File: src/rtl/t2mi_packet_scheduler_if.sv
// -----------------------------------------------------------------------------
// t2mi_packet_scheduler_if
// Handshake and header bundle between the T2-MI packet scheduler and the
// packetizer that serialises each packet.
//   pkt_start      : scheduler -> packetizer, one-cycle request for one packet
//   pkt_done       : packetizer -> scheduler, one-cycle pulse once CRC-32 is out
//   pkt_type       : 0 = BB frame, 1 = timestamp, 2 = L1
//   packet_count, frame_idx, superframe_idx, bb_frame_count, subseconds :
//                    header fields of the packet in flight
//   ifs            : interleaving-frame-start flag
// Modports: master = scheduler side, slave = packetizer side.
// -----------------------------------------------------------------------------
interface t2mi_packet_scheduler_if;
  logic        pkt_start;
  logic        pkt_done;
  logic [1:0]  pkt_type;
  logic [7:0]  packet_count;
  logic [7:0]  frame_idx;
  logic [3:0]  superframe_idx;
  logic [9:0]  bb_frame_count;
  logic [26:0] subseconds;
  logic        ifs;

  modport master (
    output pkt_start, pkt_type, packet_count, frame_idx, superframe_idx,
           bb_frame_count, subseconds, ifs,
    input  pkt_done
  );

  modport slave (
    input  pkt_start, pkt_type, packet_count, frame_idx, superframe_idx,
           bb_frame_count, subseconds, ifs,
    output pkt_done
  );
endinterface

File: src/rtl/t2mi_packet_scheduler.sv
// -----------------------------------------------------------------------------
// t2mi_packet_scheduler
// Sequences T2-MI packet requests: BB frames of one interleaving frame, an
// optional timestamp packet, then the L1 packet, and keeps the header counters
// (packet, frame, superframe, BB frame, subseconds) for each packet.
//
// Ports
//   i_clk            : single clock, rising edge
//   i_rst_n          : synchronous active-low reset
//   i_enable         : permits sequencing (TS sync found)
//   i_plp_num_blocks : BB frames per interleaving frame (0 treated as 1)
//   i_num_t2_frames  : T2 frames per superframe (0 treated as 1)
//   i_t_sf_ssu       : superframe duration in subsecond units
//   pkt_if           : packetizer handshake + header fields (master side)
//   o_busy           : high in ISSUE, WAIT_DONE, ADVANCE
//   o_err            : high in ERROR (packetizer watchdog expired)
//   o_state_mon      : encoded state
//
// Build option: define T2MI_TIMESTAMP_EN to insert the timestamp packet between
// the last BB frame and the L1 packet and to advance subseconds per superframe.
// Without it the timestamp step is skipped and subseconds stays 0.
//
// States
//   IDLE      (0) | waiting for i_enable; sequence position retained
//   ISSUE     (1) | pkt_start high for this single cycle
//   WAIT_DONE (2) | waiting for pkt_done; watchdog running
//   ADVANCE   (3) | step the header counters to the next packet
//   ERROR     (4) | watchdog expired; leave when i_enable drops
// -----------------------------------------------------------------------------
module t2mi_packet_scheduler #(
  parameter logic [15:0] TIMEOUT_CYCLES = 16'd50000
) (
  input  logic                            i_clk,
  input  logic                            i_rst_n,
  input  logic                            i_enable,
  input  logic [9:0]                      i_plp_num_blocks,
  input  logic [7:0]                      i_num_t2_frames,
  input  logic [26:0]                     i_t_sf_ssu,
  t2mi_packet_scheduler_if.master         pkt_if,
  output logic                            o_busy,
  output logic                            o_err,
  output logic [2:0]                      o_state_mon
);

  typedef enum logic [2:0] {
    S_IDLE      = 3'd0,
    S_ISSUE     = 3'd1,
    S_WAIT_DONE = 3'd2,
    S_ADVANCE   = 3'd3,
    S_ERROR     = 3'd4
  } state_t;

  localparam logic [1:0] TYPE_BB = 2'd0;
  localparam logic [1:0] TYPE_TS = 2'd1;
  localparam logic [1:0] TYPE_L1 = 2'd2;

  // Down-counter loaded on ISSUE; WAIT_DONE lasts TIMEOUT_CYCLES cycles before
  // the terminal count sends the FSM to ERROR.
  localparam logic [15:0] WDOG_LOAD = (TIMEOUT_CYCLES == 16'd0) ? 16'd0
                                                                : TIMEOUT_CYCLES - 16'd1;

  state_t      r_state;
  logic        r_pkt_start;
  logic        r_busy;
  logic        r_err;
  logic [1:0]  r_pkt_type;
  logic [7:0]  r_packet_count;
  logic [7:0]  r_frame_idx;
  logic [3:0]  r_superframe_idx;
  logic [9:0]  r_bb_frame_count;
  logic [26:0] r_subseconds;
  logic [15:0] r_wdog;
  logic [9:0]  r_nb;
  logic [7:0]  r_nf;

  logic        w_last_bb;
  logic        w_last_frame;
  logic        w_group_start;
  logic [1:0]  w_type_after_bb;
  logic [26:0] w_ssu_next;

  // >= rather than == keeps the sequence bounded if a counter ever exceeds the
  // latched limit.
  assign w_last_bb     = (r_bb_frame_count >= (r_nb - 10'd1));
  assign w_last_frame  = (r_frame_idx >= (r_nf - 8'd1));
  assign w_group_start = (r_pkt_type == TYPE_BB) && (r_bb_frame_count == 10'd0);

`ifdef T2MI_TIMESTAMP_EN
  assign w_type_after_bb = TYPE_TS;
  assign w_ssu_next      = r_subseconds + i_t_sf_ssu;
`else
  logic w_unused_tsf;
  assign w_type_after_bb = TYPE_L1;
  assign w_ssu_next      = r_subseconds;
  assign w_unused_tsf    = ^i_t_sf_ssu;
`endif

  always_ff @(posedge i_clk) begin
    if (!i_rst_n) begin
      r_state          <= S_IDLE;
      r_pkt_start      <= 1'b0;
      r_busy           <= 1'b0;
      r_err            <= 1'b0;
      r_pkt_type       <= TYPE_BB;
      r_packet_count   <= 8'd0;
      r_frame_idx      <= 8'd0;
      r_superframe_idx <= 4'd0;
      r_bb_frame_count <= 10'd0;
      r_subseconds     <= 27'd0;
      r_wdog           <= 16'd0;
      r_nb             <= 10'd1;
      r_nf             <= 8'd1;
    end else begin
      case (r_state)
        S_IDLE: begin
          if (i_enable) begin
            r_state     <= S_ISSUE;
            r_pkt_start <= 1'b1;
            r_busy      <= 1'b1;
          end
        end

        S_ISSUE: begin
          r_state     <= S_WAIT_DONE;
          r_pkt_start <= 1'b0;
          r_wdog      <= WDOG_LOAD;
          // Group geometry is frozen for the whole interleaving frame.
          if (w_group_start) begin
            r_nb <= (i_plp_num_blocks == 10'd0) ? 10'd1 : i_plp_num_blocks;
            r_nf <= (i_num_t2_frames == 8'd0) ? 8'd1 : i_num_t2_frames;
          end
        end

        S_WAIT_DONE: begin
          if (pkt_if.pkt_done) begin
            r_state <= S_ADVANCE;
          end else if (r_wdog == 16'd0) begin
            r_state <= S_ERROR;
            r_err   <= 1'b1;
            r_busy  <= 1'b0;
          end else begin
            r_wdog <= r_wdog - 16'd1;
          end
        end

        S_ADVANCE: begin
          r_packet_count <= r_packet_count + 8'd1;
          case (r_pkt_type)
            TYPE_BB: begin
              if (w_last_bb) begin
                r_bb_frame_count <= 10'd0;
                r_pkt_type       <= w_type_after_bb;
              end else begin
                r_bb_frame_count <= r_bb_frame_count + 10'd1;
              end
            end
            TYPE_TS: r_pkt_type <= TYPE_L1;
            TYPE_L1: begin
              r_pkt_type <= TYPE_BB;
              if (w_last_frame) begin
                r_frame_idx      <= 8'd0;
                r_superframe_idx <= r_superframe_idx + 4'd1;
                r_subseconds     <= w_ssu_next;
              end else begin
                r_frame_idx <= r_frame_idx + 8'd1;
              end
            end
            default: r_pkt_type <= TYPE_BB;
          endcase
          if (i_enable) begin
            r_state     <= S_ISSUE;
            r_pkt_start <= 1'b1;
          end else begin
            r_state <= S_IDLE;
            r_busy  <= 1'b0;
          end
        end

        S_ERROR: begin
          if (!i_enable) begin
            r_state          <= S_IDLE;
            r_err            <= 1'b0;
            r_pkt_type       <= TYPE_BB;
            r_bb_frame_count <= 10'd0;
            r_frame_idx      <= 8'd0;
          end
        end

        default: begin
          r_state     <= S_IDLE;
          r_pkt_start <= 1'b0;
          r_busy      <= 1'b0;
          r_err       <= 1'b0;
        end
      endcase
    end
  end

  assign pkt_if.pkt_start      = r_pkt_start;
  assign pkt_if.pkt_type       = r_pkt_type;
  assign pkt_if.packet_count   = r_packet_count;
  assign pkt_if.frame_idx      = r_frame_idx;
  assign pkt_if.superframe_idx = r_superframe_idx;
  assign pkt_if.bb_frame_count = r_bb_frame_count;
  assign pkt_if.subseconds     = r_subseconds;
  assign pkt_if.ifs            = w_group_start;

  assign o_busy      = r_busy;
  assign o_err       = r_err;
  assign o_state_mon = r_state;

endmodule
File: src/flat_wrapper.sv
// flat-port wrapper written by rule: the top's interface ports become plain ports
module t2mi_packet_scheduler_flat 
#(
  parameter logic [15:0] TIMEOUT_CYCLES = 16'd50000
)
  (i_clk, i_rst_n, i_enable, i_plp_num_blocks, i_num_t2_frames, i_t_sf_ssu, o_busy, o_err, o_state_mon, pkt_if_pkt_start, pkt_if_pkt_type, pkt_if_packet_count, pkt_if_frame_idx, pkt_if_superframe_idx, pkt_if_bb_frame_count, pkt_if_subseconds, pkt_if_ifs, pkt_if_pkt_done);
  t2mi_packet_scheduler_if pkt_if_i ();
  input  logic i_clk;
  input  logic i_rst_n;
  input  logic i_enable;
  input  logic [9:0] i_plp_num_blocks;
  input  logic [7:0] i_num_t2_frames;
  input  logic [26:0] i_t_sf_ssu;
  output logic o_busy;
  output logic o_err;
  output logic [2:0] o_state_mon;
  output wire logic [$bits(pkt_if_i.pkt_start)-1:0] pkt_if_pkt_start;
  output wire logic [$bits(pkt_if_i.pkt_type)-1:0] pkt_if_pkt_type;
  output wire logic [$bits(pkt_if_i.packet_count)-1:0] pkt_if_packet_count;
  output wire logic [$bits(pkt_if_i.frame_idx)-1:0] pkt_if_frame_idx;
  output wire logic [$bits(pkt_if_i.superframe_idx)-1:0] pkt_if_superframe_idx;
  output wire logic [$bits(pkt_if_i.bb_frame_count)-1:0] pkt_if_bb_frame_count;
  output wire logic [$bits(pkt_if_i.subseconds)-1:0] pkt_if_subseconds;
  output wire logic [$bits(pkt_if_i.ifs)-1:0] pkt_if_ifs;
  input wire logic [$bits(pkt_if_i.pkt_done)-1:0] pkt_if_pkt_done;
  assign pkt_if_pkt_start = pkt_if_i.pkt_start;
  assign pkt_if_pkt_type = pkt_if_i.pkt_type;
  assign pkt_if_packet_count = pkt_if_i.packet_count;
  assign pkt_if_frame_idx = pkt_if_i.frame_idx;
  assign pkt_if_superframe_idx = pkt_if_i.superframe_idx;
  assign pkt_if_bb_frame_count = pkt_if_i.bb_frame_count;
  assign pkt_if_subseconds = pkt_if_i.subseconds;
  assign pkt_if_ifs = pkt_if_i.ifs;
  assign pkt_if_i.pkt_done = pkt_if_pkt_done;
  t2mi_packet_scheduler #(.TIMEOUT_CYCLES(TIMEOUT_CYCLES)) u_core (.i_clk(i_clk), .i_rst_n(i_rst_n), .i_enable(i_enable), .i_plp_num_blocks(i_plp_num_blocks), .i_num_t2_frames(i_num_t2_frames), .i_t_sf_ssu(i_t_sf_ssu), .pkt_if(pkt_if_i), .o_busy(o_busy), .o_err(o_err), .o_state_mon(o_state_mon));
endmodule
File: config.mk
export PLATFORM = sky130hd
export DESIGN_NAME = t2mi_packet_scheduler_flat
export DESIGN_NICKNAME = d
export VERILOG_FILES = /design/src/rtl/t2mi_packet_scheduler_if.sv /design/src/rtl/t2mi_packet_scheduler.sv /design/src/flat_wrapper.sv
export SDC_FILE = /design/constraint.sdc
export NUM_CORES = 1
export LEC_CHECK = 0
export BUFFER_PORTS_ARGS = -buffer_cell sky130_fd_sc_hd__buf_2
export CAP_MARGIN = 20
export CORE_MARGIN = 3
export CORE_UTILIZATION = 41
export DETAILED_ROUTE_END_ITERATION = 12
export GPL_TIMING_DRIVEN = 0
export PLACE_DENSITY = 0.63
export RECOVER_POWER = 25
export SYNTH_ARGS = -nofsm -noshare
export SYNTH_HDL_FRONTEND = slang
export SYNTH_SLANG_ARGS = --single-unit
File: constraint.sdc
create_clock -name i_clk -period 7.65 [get_ports i_clk]
set_input_delay 0 -clock i_clk [delete_from_list [all_inputs] [get_ports i_clk]]
set_output_delay 0 -clock i_clk [all_outputs]
set_load 0.01 [all_outputs]
Word level (Yosys, flattened, before mapping) --
Cells that the tools add are included.
Word-level totals: register bits 72, bits in latches 0, memory bits (writable) 0, bits in read-only memories 0, bits of input ports 49, output and inout bits 66, word-level logic and storage cells 96, memories 0
Operators by class: add/sub/neg operators 7, multipliers 0, div/mod/pow operators 0, magnitude comparators 2, eq/ne operators 17, shift operators 0, mux-type cells 32, bitwise logic cells 3, reductions and logical operators 23
Operators by type and width (count):
- 10-bit two-way mux | 4
- 16-bit two-way mux | 2
- 8-bit two-way mux | 4
- 16-bit case mux with 2 select lines | 1
- 10-bit logical NOT | 2
- 10-bit case mux with 2 select lines | 1
- 3-bit AND reduction | 6
- 8-bit by 1-bit adder with 8-bit output, second input constant | 2
- 16-bit logical NOT | 1
- 8-bit case mux with 2 select lines | 1
- 16-bit by 1-bit subtractor with 16-bit output, second input constant | 1
- 3-bit case mux with 5 select lines | 1
- 3-bit two-way mux | 4
- 2-bit inequality test, second input constant | 6
- 10-bit by 1-bit adder with 10-bit output, second input constant | 1
- 10-bit >= comparator | 1
- 10-bit by 1-bit subtractor with 10-bit output, second input constant | 1
- 8-bit >= comparator | 1
- 8-bit logical NOT | 1
- 2-bit case mux with 2 select lines | 2
- 8-bit by 1-bit subtractor with 8-bit output, second input constant | 1
- 1-bit two-way mux | 7
- 3-bit by 2-bit equality test with 1-bit output, second input constant | 2
- 2-bit by 1-bit inequality test with 1-bit output, second input constant | 3
- other kinds (20) | 28

Logic depth before layout (Yosys ltp) --
depth in word-level cells 5, depth in mapped cells 12, depth with buffers taken out 12

Worst setup path after synthesis --
OpenSTA, ideal clock, no wires.
path type register -> register, start register u_core.r_nb[2], end register u_core.r_bb_frame_count[2] (netlist: u_core.pkt_if.bb_frame_count[2]), library setup time 0.132 ns, data arrival time 2.455 ns, required time 7.518 ns, slack 5.063 ns, cell stages (with the launch flop) 11, path buffers 0, period minus slack after synthesis 2.587 ns, cell sequence dfxtp_1 > or4_1 > nor3_1 > nand2_1 > xor2_1 > ha_1 > and3_1 > nand3_1 > o211a_1 > a22oi_1 > nor2_1
Between the ends: longest elaborated chain between the ends 5
RTL lines:
- start: declaration | line t2mi_packet_scheduler.sv:73 | logic [9:0] r_nb;
- start signal: assignment | line t2mi_packet_scheduler.sv:129 | r_nb <= (i_plp_num_blocks == 10'd0) ? 10'd1 : i_plp_num_blocks;
- 10-bit by 1-bit subtractor with 10-bit output | line t2mi_packet_scheduler.sv:84 | assign w_last_bb = (r_bb_frame_count >= (r_nb - 10'd1));
- 10-bit >= comparator | line t2mi_packet_scheduler.sv:84
- 10-bit two-way mux | line t2mi_packet_scheduler.sv:150 | if (w_last_bb) begin
- 10-bit two-way mux | line t2mi_packet_scheduler.sv:148 | case (r_pkt_type)
- 10-bit case mux with 2 select lines | line t2mi_packet_scheduler.sv:114 | case (r_state)
- end signal: assignment | line t2mi_packet_scheduler.sv:154 | r_bb_frame_count <= r_bb_frame_count + 10'd1;
- end: declaration | line t2mi_packet_scheduler.sv:70 | logic [9:0] r_bb_frame_count;
Every way passes these cells. The select of a mux whose other input is x is not followed. A chain may end at the register's enable or synchronous reset.

Worst setup path in the final report --
start register u_core.r_nb[2], end register u_core.r_bb_frame_count[4] (netlist: u_core.pkt_if.bb_frame_count[4])
Same word-level chain as after synthesis.

==> results.yml <==
status:
  outcome: "finished clean"
yosys:
  ys_types: 54
  synth_edf_count: 0
  avgSynthCellArea_um2: 8.54
  ys_async_sr_fraction_pct: 0
  synth_seq_cells: 71
  synth_area_leaders: "dfxtp_1, ha_1, nor2_1"
  yosysTopAreaCell: "dfxtp_1"
  synth_cells: 482
  synth_area_mm2: 0.00412
  synth_top_area_share_pct: 34.5
  ys_seq_area_share_pct: 34.5
  yosys_warnings: 0
  yosys_most_used_dff: "dfxtp_1"
routing:
  wl_um: 9580
  routed_via_density: 5.01
  vias: 3665
  drc_errors: 0
  wl_per_cell_um: 13.1
  drtAntennaViolNets: 0
  first_pass_iters: 4
  drt-initial-drc-count: 163
sta:
  max_clock_freq_mhz: 325
  fin_crit_ns: 3.08
  finalMaxSlewViolations: 0
  relSlewSlack_pct: 58.3
  finalSetupViolations: 0
  min_period_over_period_pct: 40.2
  finalSetupTns_ns: 0
  worstMarginPinSlew_ns: 0.626
  fin_skew_ns: 0.0122
  hold_viol_final: 0
  rsz0062_at_grt: "no"
floorplan:
  ios: 115
  die_w_um: 106
  die_area_mm2: 0.0113
  initial_core_util_pct: 43.3
  core_area_mm2: 0.00950
  fp.dieH_um: 106
  rows: 35
global_route:
  top_usage_layer: "met2"
  grt_max_degree: 12
  grt_util_met1_pct: 21.6
  grtUsageTotal_pct: 17.2
  grt_remaining_overflow: 0
  grt_use_met2_pct: 28.3
  grt_pass1_vias: 3423
  antenna_found_initial: 0
  gr-usage-met3_pct: 4.92
  grt_pass1_wl_um: 15800
power_and_ir_drop:
  p_int_mw: 0.641
  pwr-share-comb_pct: 24.8
  switching_share_pct: 30.9
  switchingPower_mw: 0.286
  vdd_drop_max_uv: 113
  leakagePower_nw: 2.22
  power_density_mw_per_mm2: 185
  seqPwrFrac_pct: 44.5
  pwr-share-clk_pct: 30.7
setup_path:
  path_max_fanout: 6
  worstPathArrival_ns: 3.29
  r2r-end: "u_core.pkt_if.bb_frame_count[4]$_SDFFE_PN0P_"
  reg2reg_from: "u_core.r_nb[2]$_SDFFE_PN0P_"
  reg2regPathDepth: 10
  r2r_setup_slack_ns: 4.57
  cp-start-kind: "flop"
  end_kind: "flop"
  worstPathRequired_ns: 7.86
  crit_type: "flop to flop"
layout:
  area.growth.synth_to_final_pct: 22.0
  final_util_pct: 52.8
  diodes: 0
  stdcell_area_mm2: 0.00502
  drive_above_1_share_pct: 16.3
  layout.nets: 674
placement:
  place_area_mm2: 0.00467
  portBuffers: 59
  place_congestion: 0.854
  detailed_place_hpwl_um: 7120
min_path:
  hold_depth: 5
  hp-class: "input port to flop"
  hold_start: "pkt_if_pkt_done"
  whs_endpoint: "u_core.o_state_mon[0]$_SDFFE_PN0P_"
clock_network:
  cts_resized: 0
  cts_root_buf: "clkbuf_8"
  cts_sinks: 71
  cts_setup_buffers: 0
  cts_made_buffers: 9
  cts_tree: "yes"
  clk_pin_slew_worst_paths_ns: 0.08
  htree_num_levels: 3
  clock_latency_ns: 0.35
  clk_path_buf_depth: 2
job:
  cap_violations: 0
## cells in the mapped netlist, types with 11 or more instances
cell type and number:
nor2_1 64, buf_4 31, nor4_1 12, dfxtp_1 71, o21ai_0 12, and3_1 11, nand2_1 30, nand3_1 19
inv_1 12, a21oi_1 24, ha_1 26, nor3_1 22, xor2_1 20, xnor2_1 21, mux2i_1 17
## flip-flops by register name, indices dropped and copies added (netlist names)
name and cells:
u_core.o_busy 1, u_core.r_wdog 16, u_core.pkt_if.frame_idx 8, u_core.r_nf 8, u_core.pkt_if.superframe_idx 4, u_core.o_state_mon 3, u_core.pkt_if.packet_count 8, u_core.pkt_if.pkt_start 1
u_core.r_nb 10, u_core.pkt_if.bb_frame_count 10, u_core.pkt_if.pkt_type 1, u_core.o_err 1
## repair_timing
item | CTS | global route
endpoints found under the hold margin | 22 | 0
endpoints found under the setup margin | 0 | 0
hold buffers | 20 | 0
## layout make-up
class                           count  area [µm²]
Multi-Input combinational cell    385        2480
Buffer                             40         270
Tap cell                          129         161
Clock inverter                      4        47.5
Fill cell                         926        4480
Timing Repair Buffer               79         462
Inverter                           13        48.8
Clock buffer                       11         131
Sequential cell                    71        1420
## power by group through the flow
stage,sequential [mW],clock [mW],combinational (mW)
floorplan,0.416,0,0.176
global placement,0.419,0,0.217
detailed placement,0.420,0,0.221
CTS,0.412,0.296,0.231
global route,0.415,0.311,0.258
finish,0.412,0.285,0.230
## how the worst max path moves through the flow
| stage | depth (start not counted) | to | startpoint |
|---|---|---|---|
| after floorplan | 10 | u_core.pkt_if.bb_frame_count[2]$_SDFFE_PN0P_ | u_core.r_nb[2]$_SDFFE_PN0P_ |
| after global placement | 10 | u_core.pkt_if.bb_frame_count[5]$_SDFFE_PN0P_ | u_core.r_nb[2]$_SDFFE_PN0P_ |
| final | 10 | u_core.pkt_if.bb_frame_count[4]$_SDFFE_PN0P_ | u_core.r_nb[2]$_SDFFE_PN0P_ |
| after global routing | 10 | u_core.pkt_if.bb_frame_count[5]$_SDFFE_PN0P_ | u_core.r_nb[2]$_SDFFE_PN0P_ |
| after detailed placement | 10 | u_core.pkt_if.bb_frame_count[4]$_SDFFE_PN0P_ | u_core.r_nb[2]$_SDFFE_PN0P_ |
| after CTS | 10 | u_core.pkt_if.bb_frame_count[4]$_SDFFE_PN0P_ | u_core.r_nb[2]$_SDFFE_PN0P_ |
## worst max-delay path, stage by stage, from the launching register on
cell and delay (ns):
dfxtp_1 0.36, or4_1 0.59, nor3_1 0.24, nand2_1 0.11, xor2_1 0.16, ha_1 0.29, and3_1 0.18, nand3_1 0.08
o211a_1 0.29, a22oi_1 0.53, nor2_1 0.11
## metrics by stage
| step | worst slack [ns] | cells | power [mW] | hold slack (ns) |
|---|---|---|---|---|
| finish | 4.57 | 732 | 0.927 | 0.0938 |
| global route | 4.36 | 732 | 0.984 | 0.112 |
| CTS | 4.62 | 732 | 0.939 | 0.0696 |
| detailed placement | 4.67 | 697 | 0.642 | 0.254 |
| global placement | 4.70 | 697 | 0.636 | 0.243 |
| floorplan | 5.06 | 509 | 0.593 | 0.144 |
## layer usage
metal | part of all wire [%] | wire length (µm)
met1 | 46 | 4450
met2 | 46 | 4400
met3 | 5.8 | 554
met4 | 1.9 | 178
met5 | 0 | 0
## kinds of logic after synthesis
logic type | after synthesis | share of synthesized area [%]
AO/OA/AOI/OAI | 71 | 11.2
XOR/XNOR | 41 | 8.73
adder cells (fa/ha/maj) | 26 | 7.91
buffers and inverters | 53 | 7.75
flip-flops | 71 | 34.5
multiplexers | 17 | 4.13
other | 1 | 0.0911
AND/OR/NAND/NOR | 202 | 25.6
## placed cells by master, fill, tap and decap left out, drive strengths merged, types with 3 or more instances in the layout
cell         Yosys  final
ha              26     26
and3            11     11
xor2            20     20
nor2            69     69
xnor2           21     21
o211ai           3      3
a22oi            4      4
and2             4      4
conb             1     28
a21oi           26     26
nand2b           5      5
nand4            7      7
buf             36     68
o2111ai          3      3
o21ai           14     14
inv             13     13
or3              5      5
dfxtp           71     71
nand3           19     19
a31oi            3      3
mux2i           17     17
nand3b           5      5
nand2           31     31
nor3            22     22
clkbuf           4     42
a211oi           4      4
o21a             7      7
nor4            13     13
dlygate4sd3      0     20
Power figures use the tool's default switching activity.
